`src/rtl/quadrature_generator_pkg.sv`:
```
// Shared types and constants for the quadrature step generator.
// Phase-to-pin mapping lives here so every user agrees on the A/B order.
package quadrature_generator_pkg;

  typedef enum logic [2:0] {
    ST_IDLE,
    ST_P1,
    ST_P2,
    ST_P3,
    ST_GAP
  } state_e;

  localparam logic DIR_UP   = 1'b0;
  localparam logic DIR_DOWN = 1'b1;

  localparam int DEF_PHASE_CYCLES = 1000;
  localparam int DEF_GAP_CYCLES   = 4000;
  localparam int DEF_PRESS_CYCLES = 50000;
  localparam int DEF_MAX_PENDING  = 7;

  // Returns {A,B}; an up detent has B leading, a down detent has A leading.
  function automatic logic [1:0] phase_ab(state_e st, logic dir);
    case (st)
      ST_P1:   return (dir == DIR_UP) ? 2'b10 : 2'b01;
      ST_P2:   return 2'b00;
      ST_P3:   return (dir == DIR_UP) ? 2'b01 : 2'b10;
      default: return 2'b11;
    endcase
  endfunction

endpackage

```
`src/rtl/quadrature_phase_timer.sv`:
```
// Loadable down-counter; done is high while the count sits at zero.
module quadrature_phase_timer #(
  parameter int W = 8
) (
  input  logic         clk,
  input  logic         rst,
  input  logic         load,
  input  logic [W-1:0] load_val,
  output logic         done
);

  logic [W-1:0] cnt_q, cnt_d;

  always_comb begin
    cnt_d = cnt_q;
    if (load) begin
      cnt_d = load_val;
    end else if (cnt_q != '0) begin
      cnt_d = cnt_q - 1'b1;
    end
  end

  always_ff @(posedge clk or posedge rst) begin
    if (rst) begin
      cnt_q <= '0;
    end else begin
      cnt_q <= cnt_d;
    end
  end

  assign done = (cnt_q == '0);

endmodule

```
`src/rtl/quadrature_generator.sv`:
```
// Turns step/press pulses into detent-shaped quadrature A/B and a button level.
// Steps queue in a saturating signed counter and drain one detent at a time.
module quadrature_generator
  import quadrature_generator_pkg::*;
#(
  parameter int PHASE_CYCLES = DEF_PHASE_CYCLES,
  parameter int GAP_CYCLES   = DEF_GAP_CYCLES,
  parameter int PRESS_CYCLES = DEF_PRESS_CYCLES,
  parameter int MAX_PENDING  = DEF_MAX_PENDING
) (
  input  logic       clk,
  input  logic       rst,
  input  logic       step_up,
  input  logic       step_down,
  input  logic       press,
  output logic       out_a,
  output logic       out_b,
  output logic       switch_n,
  output logic       busy,
  output logic [7:0] pending,
  output logic       dropped
);

  localparam int MAX_PG  = (PHASE_CYCLES > GAP_CYCLES) ? PHASE_CYCLES : GAP_CYCLES;
  localparam int MAX_CYC = (MAX_PG > PRESS_CYCLES) ? MAX_PG : PRESS_CYCLES;
  localparam int TW      = $clog2(MAX_CYC + 1);

  localparam logic [TW-1:0] PH_LOAD  = TW'(PHASE_CYCLES - 1);
  localparam logic [TW-1:0] GAP_LOAD = TW'(GAP_CYCLES - 1);
  localparam logic [TW-1:0] PR_LOAD  = TW'(PRESS_CYCLES - 1);
  localparam logic signed [8:0] MAX_P = $signed(9'(MAX_PENDING));

  state_e             state_q, state_d;
  logic               dir_q, dir_d;
  logic [1:0]         ab_q, ab_d;
  logic               busy_q, busy_d;
  logic signed [7:0]  pend_q, pend_d;
  logic               drop_q, drop_d;
  logic               sw_q, sw_d;

  logic               tmr_load, tmr_done;
  logic [TW-1:0]      tmr_val;
  logic               prs_load, prs_done;
  logic signed [8:0]  cons, base, req, sum;

  always_comb begin
    state_d  = state_q;
    dir_d    = dir_q;
    tmr_load = 1'b0;
    tmr_val  = PH_LOAD;
    cons     = 9'sd0;
    case (state_q)
      ST_IDLE: begin
        if (pend_q != 8'sd0) begin
          dir_d    = pend_q[7] ? DIR_DOWN : DIR_UP;
          cons     = pend_q[7] ? -9'sd1 : 9'sd1;
          state_d  = ST_P1;
          tmr_load = 1'b1;
        end
      end
      ST_P1: if (tmr_done) begin
        state_d  = ST_P2;
        tmr_load = 1'b1;
      end
      ST_P2: if (tmr_done) begin
        state_d  = ST_P3;
        tmr_load = 1'b1;
      end
      ST_P3: if (tmr_done) begin
        state_d  = ST_GAP;
        tmr_load = 1'b1;
        tmr_val  = GAP_LOAD;
      end
      ST_GAP: if (tmr_done) state_d = ST_IDLE;
      default: state_d = ST_IDLE;
    endcase

    ab_d   = phase_ab(state_d, dir_d);
    busy_d = (state_d != ST_IDLE);

    // Consumption is always honoured; only the new request can be discarded.
    base = $signed({pend_q[7], pend_q}) - cons;
    req  = (step_up && !step_down) ? 9'sd1 :
           (step_down && !step_up) ? -9'sd1 : 9'sd0;
    sum  = base + req;
    if ((sum > MAX_P) || (sum < -MAX_P)) begin
      pend_d = base[7:0];
      drop_d = 1'b1;
    end else begin
      pend_d = sum[7:0];
      drop_d = 1'b0;
    end

    sw_d     = sw_q;
    prs_load = 1'b0;
    if (sw_q && press) begin
      sw_d     = 1'b0;
      prs_load = 1'b1;
    end else if (!sw_q && prs_done) begin
      sw_d = 1'b1;
    end
  end

  always_ff @(posedge clk or posedge rst) begin
    if (rst) begin
      state_q <= ST_IDLE;
      dir_q   <= DIR_UP;
      ab_q    <= 2'b11;
      busy_q  <= 1'b0;
      pend_q  <= 8'sd0;
      drop_q  <= 1'b0;
      sw_q    <= 1'b1;
    end else begin
      state_q <= state_d;
      dir_q   <= dir_d;
      ab_q    <= ab_d;
      busy_q  <= busy_d;
      pend_q  <= pend_d;
      drop_q  <= drop_d;
      sw_q    <= sw_d;
    end
  end

  quadrature_phase_timer #(.W(TW)) u_det_tmr (
    .clk      (clk),
    .rst      (rst),
    .load     (tmr_load),
    .load_val (tmr_val),
    .done     (tmr_done)
  );

  quadrature_phase_timer #(.W(TW)) u_prs_tmr (
    .clk      (clk),
    .rst      (rst),
    .load     (prs_load),
    .load_val (PR_LOAD),
    .done     (prs_done)
  );

  assign out_a    = ab_q[1];
  assign out_b    = ab_q[0];
  assign switch_n = sw_q;
  assign busy     = busy_q;
  assign pending  = pend_q;
  assign dropped  = drop_q;

endmodule

```
`config.mk`:
```
export PLATFORM = sky130hd
export DESIGN_NAME = quadrature_generator
export DESIGN_NICKNAME = d
export VERILOG_FILES = /design/src/rtl/quadrature_generator_pkg.sv /design/src/rtl/quadrature_phase_timer.sv /design/src/rtl/quadrature_generator.sv
export SDC_FILE = /design/constraint.sdc
export NUM_CORES = 1
export LEC_CHECK = 0
export CAP_MARGIN = 0
export CORE_ASPECT_RATIO = 0.5
export CORE_UTILIZATION = 45
export DETAILED_ROUTE_END_ITERATION = 10
export GPL_TIMING_DRIVEN = 1
export HOLD_SLACK_MARGIN = 0.03
export PLACE_DENSITY = 0.6
export SLEW_MARGIN = 40
export SYNTH_ARGS = -nofsm -noshare
export SYNTH_HDL_FRONTEND = slang
export SYNTH_SLANG_ARGS = --single-unit
```
`constraint.sdc`:
```
create_clock -name clk -period 5.23 [get_ports clk]
set_input_delay 1.046 -clock clk [delete_from_list [all_inputs] [get_ports clk]]
set_output_delay 1.046 -clock clk [all_outputs]
set_load 0.05 [all_outputs]
```
==> impl_metrics.ini, run 1 <==
[finish]
drive_gt1_share_pct = 8.16
fin_util_pct = 54.9
diodes = 0
area_growth_pct = 13.7
layout.nets = 370

[worst_setup_path]
worst-path-stages = 19
cp.arrival_ns = 4.84
crit_path_end_kind = flop
slowest_delay_ns = 0.43
r2r_cells = 19
reg2reg_slack_ns = 0.56
crit_family = simple AND/OR/NAND/NOR gates
worstPathMaxFanout = 10
r2r-end = pending[2]$_DFF_PP0_
timing.rr.start = state_q[1]$_DFF_PP0_
worstPathCellList = nor3_1 > nand2_1 > ha_1 > a21o_1 > a21o_1 > a21o_1 > nand2_1 > nand2b_1 > xnor2_1 > inv_1 > ha_1 > a21oi_1 > inv_1 > a31oi_1 > o21ai_1 > xnor3_1 > nor4_4 > nand2b_4 > mux2_4
path_buf_inv = 2
startpoint_type = flop
critPathKind = reg -> reg
crit_top_cell = a21o_1
slowest_stage = dfrtp_1
cp.required_ns = 5.41

[routing]
vias = 2271
ant_nets = 0
drc_errors = 0
vias_per_cell = 5.27
dr.pass1.iters = 4
routed_wirelength_um = 5810
dr.first_iter.drc_count = 49
avgRoutedWirePerCell_um = 13.5

[sta]
holdWs_ns = 0.484
tightest_slew_ns = 0.649
period_share_pct = 89.2
rsz0062_at_grt = no
maxSlewViolCount = 0
setup_viol = 0
fin_skew_ns = 0.00493
finalCriticalPeriod_ns = 4.67
fmax_ghz = 0.214
relSlewSlack_pct = 56.6
hold_viol = 0
tns_ns = 0

[floorplan]
fp.coreArea_sq_mm = 0.00628
start_util_pct = 48.3
die_w_um = 118
die_h_um = 60.1
rows = 20
design.die.area_sq_mm = 0.00710
ioPinCount = 18

[hold_path]
hold_path_class = reg -> reg
min_from = dir_q$_DFF_PP0_
hold_end = dir_q$_DFF_PP0_
hold_depth = 2

[clock_network]
clockBufferDepth = 2
clk_latency_ns = 0.29
numCtsBuffers = 5
cts_sinks = 49
cts_resized = 0
htreeDepth = 2
hold_buffers = 0
clk_pin_slew_ns = 0.07
cts_tree = built
post-cts-setup-buffers = 0
root_buffer = clkbuf_16

[place]
dp_hpwl_um = 4340
port_buffers = 17
place_congestion = 0.831

[yosys]
synth_area_leaders = dfrtp_1, ha_1, xor2_1, xnor2_1, nand2_1
synthesis.nets = 351
ys_types = 46
synth_edf_count = 0
ys.flop_type = dfrtp_1
synthArstFlopShare_pct = 100
syn_avg_cell_area_sq_um = 9.40
synth_seq_cells = 49
synth.most_common_cell = dfrtp_1
post_synth_instance_area_sq_mm = 0.00304
yosysWarnings = 0
synth_cells = 323
synth_top_area_share_pct = 37.9
ys_seq_area_share_pct = 40.5
yosysTopAreaCell = dfrtp_1
yosys-top-cells-count = dfrtp_1, nand2_1, nor2_1

[grt]
grt_max_degree = 50
grt_pass1_vias = 2347
antenna_found_initial = 0
overflow = 0
track_usage_pct = 18.9
grt_pass1_wl_um = 10700

[pwr]
vdd_drop_max_uv = 381
p_leak_uw = 0.00145
p_per_area_mw_per_mm2 = 580

[outcome]
status = complete, no violations

[run]
maxCapViolCount = 0
-- area by class of cell --
type                    instances  area [sq um]
clock buffers                   5           125
clock inverters                 3          17.5
fillers                       572          2830
inverters                      19          73.8
multi-input cells             249          1720
flip-flops and latches         49          1230
well taps                      88           110
repair buffers                 18           178
-- tightest hold or removal path: stages, from the launching register on --
cell and delay (ns):
dfrtp_1 0.32, nand2_1 0.04, nand2_1 0.08
-- cells by family (layout without fill, tap and decap cells) --
| kind of cell | count (synthesis) | after routing | share of synthesized area, % |
|---|---|---|---|
| AND/OR/NAND/NOR | 130 | 130 | 22.6 |
| AO/OA/AOI/OAI | 54 | 54 | 10.6 |
| flip-flops | 49 | 49 | 40.5 |
| XOR/XNOR | 37 | 37 | 11.1 |
| buffers and inverters | 25 | 45 | 3.13 |
| adder cells (fa/ha/maj) | 23 | 23 | 9.98 |
| multiplexers | 5 | 5 | 2.02 |
-- power breakdown --
group,switching (uW),internal (uW),total (uW)
combinational,649,469,1120
sequential,89.8,481,570
clock,138,175,314
-- sequential cells by signal (all words and copies together), names as in the netlist --
signal,flops
switch_n,1
u_det_tmr.cnt_q,16
ab_q,2
busy,1
state_q,3
dropped,1
dir_q,1
pending,8
u_prs_tmr.cnt_q,16
-- worst max path at each step --
stage | startpoint | end | slack (ns)
global route | state_q[2]$_DFF_PP0_ | pending[0]$_DFF_PP0_ | 0.19
global placement | step_up | pending[0]$_DFF_PP0_ | 0.61
detailed placement | state_q[0]$_DFF_PP0_ | pending[2]$_DFF_PP0_ | 0.55
floorplan | pending[1]$_DFF_PP0_ | pending[0]$_DFF_PP0_ | 0.64
CTS | state_q[0]$_DFF_PP0_ | pending[2]$_DFF_PP0_ | 0.53
finish | state_q[1]$_DFF_PP0_ | pending[2]$_DFF_PP0_ | 0.56
-- per-layer routing --
layer	GRT usage, %	vias to the layer above	share of wire [%]
li1	-	1157	-
met1	22.6	1090	46
met2	35.3	20	51
met3	3.82	4	2.4
met4	5.68	0	0.69
met5	0	-	0
-- placed cells by master (no fill, tap or decap), types with 3 or more instances in the layout --
cell type	instances
xor2_1	19
ha_1	21
o21ai_0	15
nor4_1	8
a21o_1	5
nand2_1	33
nor3_2	3
nor3_1	14
or2_2	4
xnor2_1	17
or4_1	4
a31oi_1	4
dfstp_2	3
nand3_1	11
nor2_1	25
clkdlybuf4s50_1	17
or3_1	8
a21oi_1	17
dfrtp_1	46
nand2b_1	6
inv_1	18
o21ai_1	3
clkbuf_16	5
-- metrics by stage --
| stage | setup WS, ns | instances | instance area (sq um) | power [uW] |
|---|---|---|---|---|
| 3_5_place_dp | 0.548 | 423 | 3300 | 1700 |
| 3_3_place_gp | 0.611 | 423 | 3300 | 1670 |
| 2_1_floorplan | 0.639 | 323 | 3040 | 1450 |
| 4_1_cts | 0.533 | 431 | 3440 | 2020 |
| 5_1_grt | 0.192 | 431 | 3450 | 2170 |
| 6_report | 0.562 | 431 | 3450 | 2000 |
Power figures use the tool's default switching activity.
==> run 2: changes to the inputs <==
--- a/config.mk
+++ b/config.mk
@@ -7,11 +7,13 @@
 export LEC_CHECK = 0
 export CAP_MARGIN = 0
 export CORE_ASPECT_RATIO = 0.5
+export CORE_MARGIN = 2
 export CORE_UTILIZATION = 45
 export DETAILED_ROUTE_END_ITERATION = 10
 export GPL_TIMING_DRIVEN = 1
 export HOLD_SLACK_MARGIN = 0.03
 export PLACE_DENSITY = 0.6
+export SKIP_CTS_REPAIR_TIMING = 1
 export SLEW_MARGIN = 40
 export SYNTH_ARGS = -nofsm -noshare
 export SYNTH_HDL_FRONTEND = slang
==> constraint.sdc (replaced) <==
create_clock -name clk -period 4.7 [get_ports clk]
set_input_delay 0.94 -clock clk [delete_from_list [all_inputs] [get_ports clk]]
set_output_delay 0.94 -clock clk [all_outputs]
set_load 0.05 [all_outputs]
==> run 2 against run 1 <==
  * Final cell count is 2.1% higher
  * Combinational power up 13%
  * Global-route usage down 2.6 points
  * Sequential cell count did not move
  * Sequential power increased by 11%
  * Critical endpoint unchanged
==> impl_metrics.ini, run 2 (synthesized netlist as in run 1, its figures left out) <==
[grt]
met3_usage_pct = 3.28
grt_max_degree = 50
track_usage_pct = 16.3
grtUsageMet1_pct = 20.0
use_met2_pct = 30.7
grt_pass1_vias = 2216
overflow = 0
antenna_found_initial = 0
globalRoute.busiestLayer = met2
grt_pass1_wl_um = 9720

[floorplan]
design.die.area_sq_mm = 0.00746
ioPinCount = 18
start_util_pct = 46.0
die_w_um = 120
rows = 21
fp.coreArea_sq_mm = 0.00660
die_h_um = 62.1

[finish]
area_growth_pct = 16.5
final_cell_mix = dfrtp_1, nand2_1, nor2_1, ha_1, xor2_1
layout.nets = 375
diodes = 0
drive_gt1_share_pct = 10.3
fin_util_pct = 53.6
final_common_cell = dfrtp_1

[routing]
vias_per_cell = 5.22
avgRoutedWirePerCell_um = 12.7
drc_errors = 0
routed_wirelength_um = 5570
ant_nets = 0
dr.pass1.iters = 5
dr.first_iter.drc_count = 97
vias = 2296

[worst_setup_path]
crit_top_cell = inv_1
slowest_delay_ns = 0.55
cp.required_ns = 4.87
crit_path_end_kind = flop
cp.arrival_ns = 4.52
startpoint_type = flop
slowest_stage = or4_1
critPathKind = reg -> reg
crit_family = simple AND/OR/NAND/NOR gates
worstPathMaxFanout = 5
worstPathCellList = or4_1 > o21ai_2 > inv_1 > ha_1 > inv_1 > a21o_1 > a21o_1 > a21o_1 > nand2_1 > nand2b_1 > xnor2_1 > inv_1 > ha_1 > a21oi_2 > inv_1 > a31oi_2 > o21ai_1 > xnor3_2 > nor4_4 > nand2b_4 > mux2_4
path_buf_inv = 4

[outcome]
status = complete, no violations

[clock_network]
root_buffer = clkbuf_16
numCtsBuffers = 5
cts_tree = built
clk_pin_slew_ns = 0.06
clockBufferDepth = 2
clk_latency_ns = 0.28
cts_sinks = 49
htreeDepth = 2

[place]
dp_hpwl_um = 4170
port_buffers = 17
place_congestion = 0.818

[sta]
tns_ns = 0
hold_viol = 0
maxSlewViolCount = 0
tightest_slew_ns = 0.694
fmax_ghz = 0.230
period_share_pct = 92.7
fin_skew_ns = 0.00535
finalCriticalPeriod_ns = 4.36
relSlewSlack_pct = 53.3
rsz0062_at_grt = no
setup_viol = 0

[hold_path]
hold_path_class = reg -> reg

[pwr]
p_per_area_mw_per_mm2 = 656
p_leak_uw = 0.00149
vdd_drop_max_uv = 441

[run]
maxCapViolCount = 0
## run 2: area by class of cell
class / instances / area, sq um
Sequential cell: 49 / 1230
Multi-Input combinational cell: 249 / 1730
Inverter: 19 / 73.8
Timing Repair Buffer: 23 / 215
Clock buffer: 6 / 139
Tap cell: 92 / 115
Fill cell: 593 / 3060
Clock inverter: 2 / 37.5
## run 2: worst register-to-register path: cells and delay by family, from the launching register on
kind / cells / cell delay [ns]
muxes: 1 / 0.30
and+or+nand+nor: 5 / 1.12
AOI/OAI and AO/OA: 7 / 0.98
buffers and inverters: 4 / 0.37
DFF: 1 / 0.40
xor gates and xnor gates: 2 / 0.55
adders and majority gates: 2 / 0.51
## run 2: worst paths after layout
kind / slack (ns) / depth (start not counted) / startpoint / to
worst max-delay path: 0.34 / 21 / pending[4]$_DFF_PP0_ / pending[2]$_DFF_PP0_
worst min-delay path: 0.49 / 2 / dir_q$_DFF_PP0_ / dir_q$_DFF_PP0_
worst max register to register: 0.34 / 21 / pending[4]$_DFF_PP0_ / pending[2]$_DFF_PP0_
worst min register to register: 0.49 / 2 / dir_q$_DFF_PP0_ / dir_q$_DFF_PP0_
max in group asynchronous: 3.22 / 2 / rst / pending[2]$_DFF_PP0_
min in group asynchronous: 1.07 / 2 / rst / u_det_tmr.cnt_q[2]$_DFFE_PP0P_
## run 2: routing by layer
layer	share of wire [%]	vias up
li1	-	1178
met1	48	1097
met2	49	16
met3	1.9	5
met4	0.88	0
met5	0	-
## run 2: through the flow
stage                     instances  hold slack [ns]  instance area [sq um]  setup WS [ns]  power [uW]
after floorplan                 323            0.454                   3040          0.109        1620
after global placement          431            0.475                   3330          0.320        1860
after detailed placement        431            0.476                   3340          0.241        1890
after CTS                       439            0.493                   3510          0.216        2320
after global routing            440            0.534                   3540        0.00595        2510
final                           440            0.490                   3540          0.344        2320
## run 2: power breakdown
group	total, uW	internal (uW)	switching (uW)
clock	418	265	152
sequential	632	535	97.5
combinational	1270	543	726
total	2320	1340	976
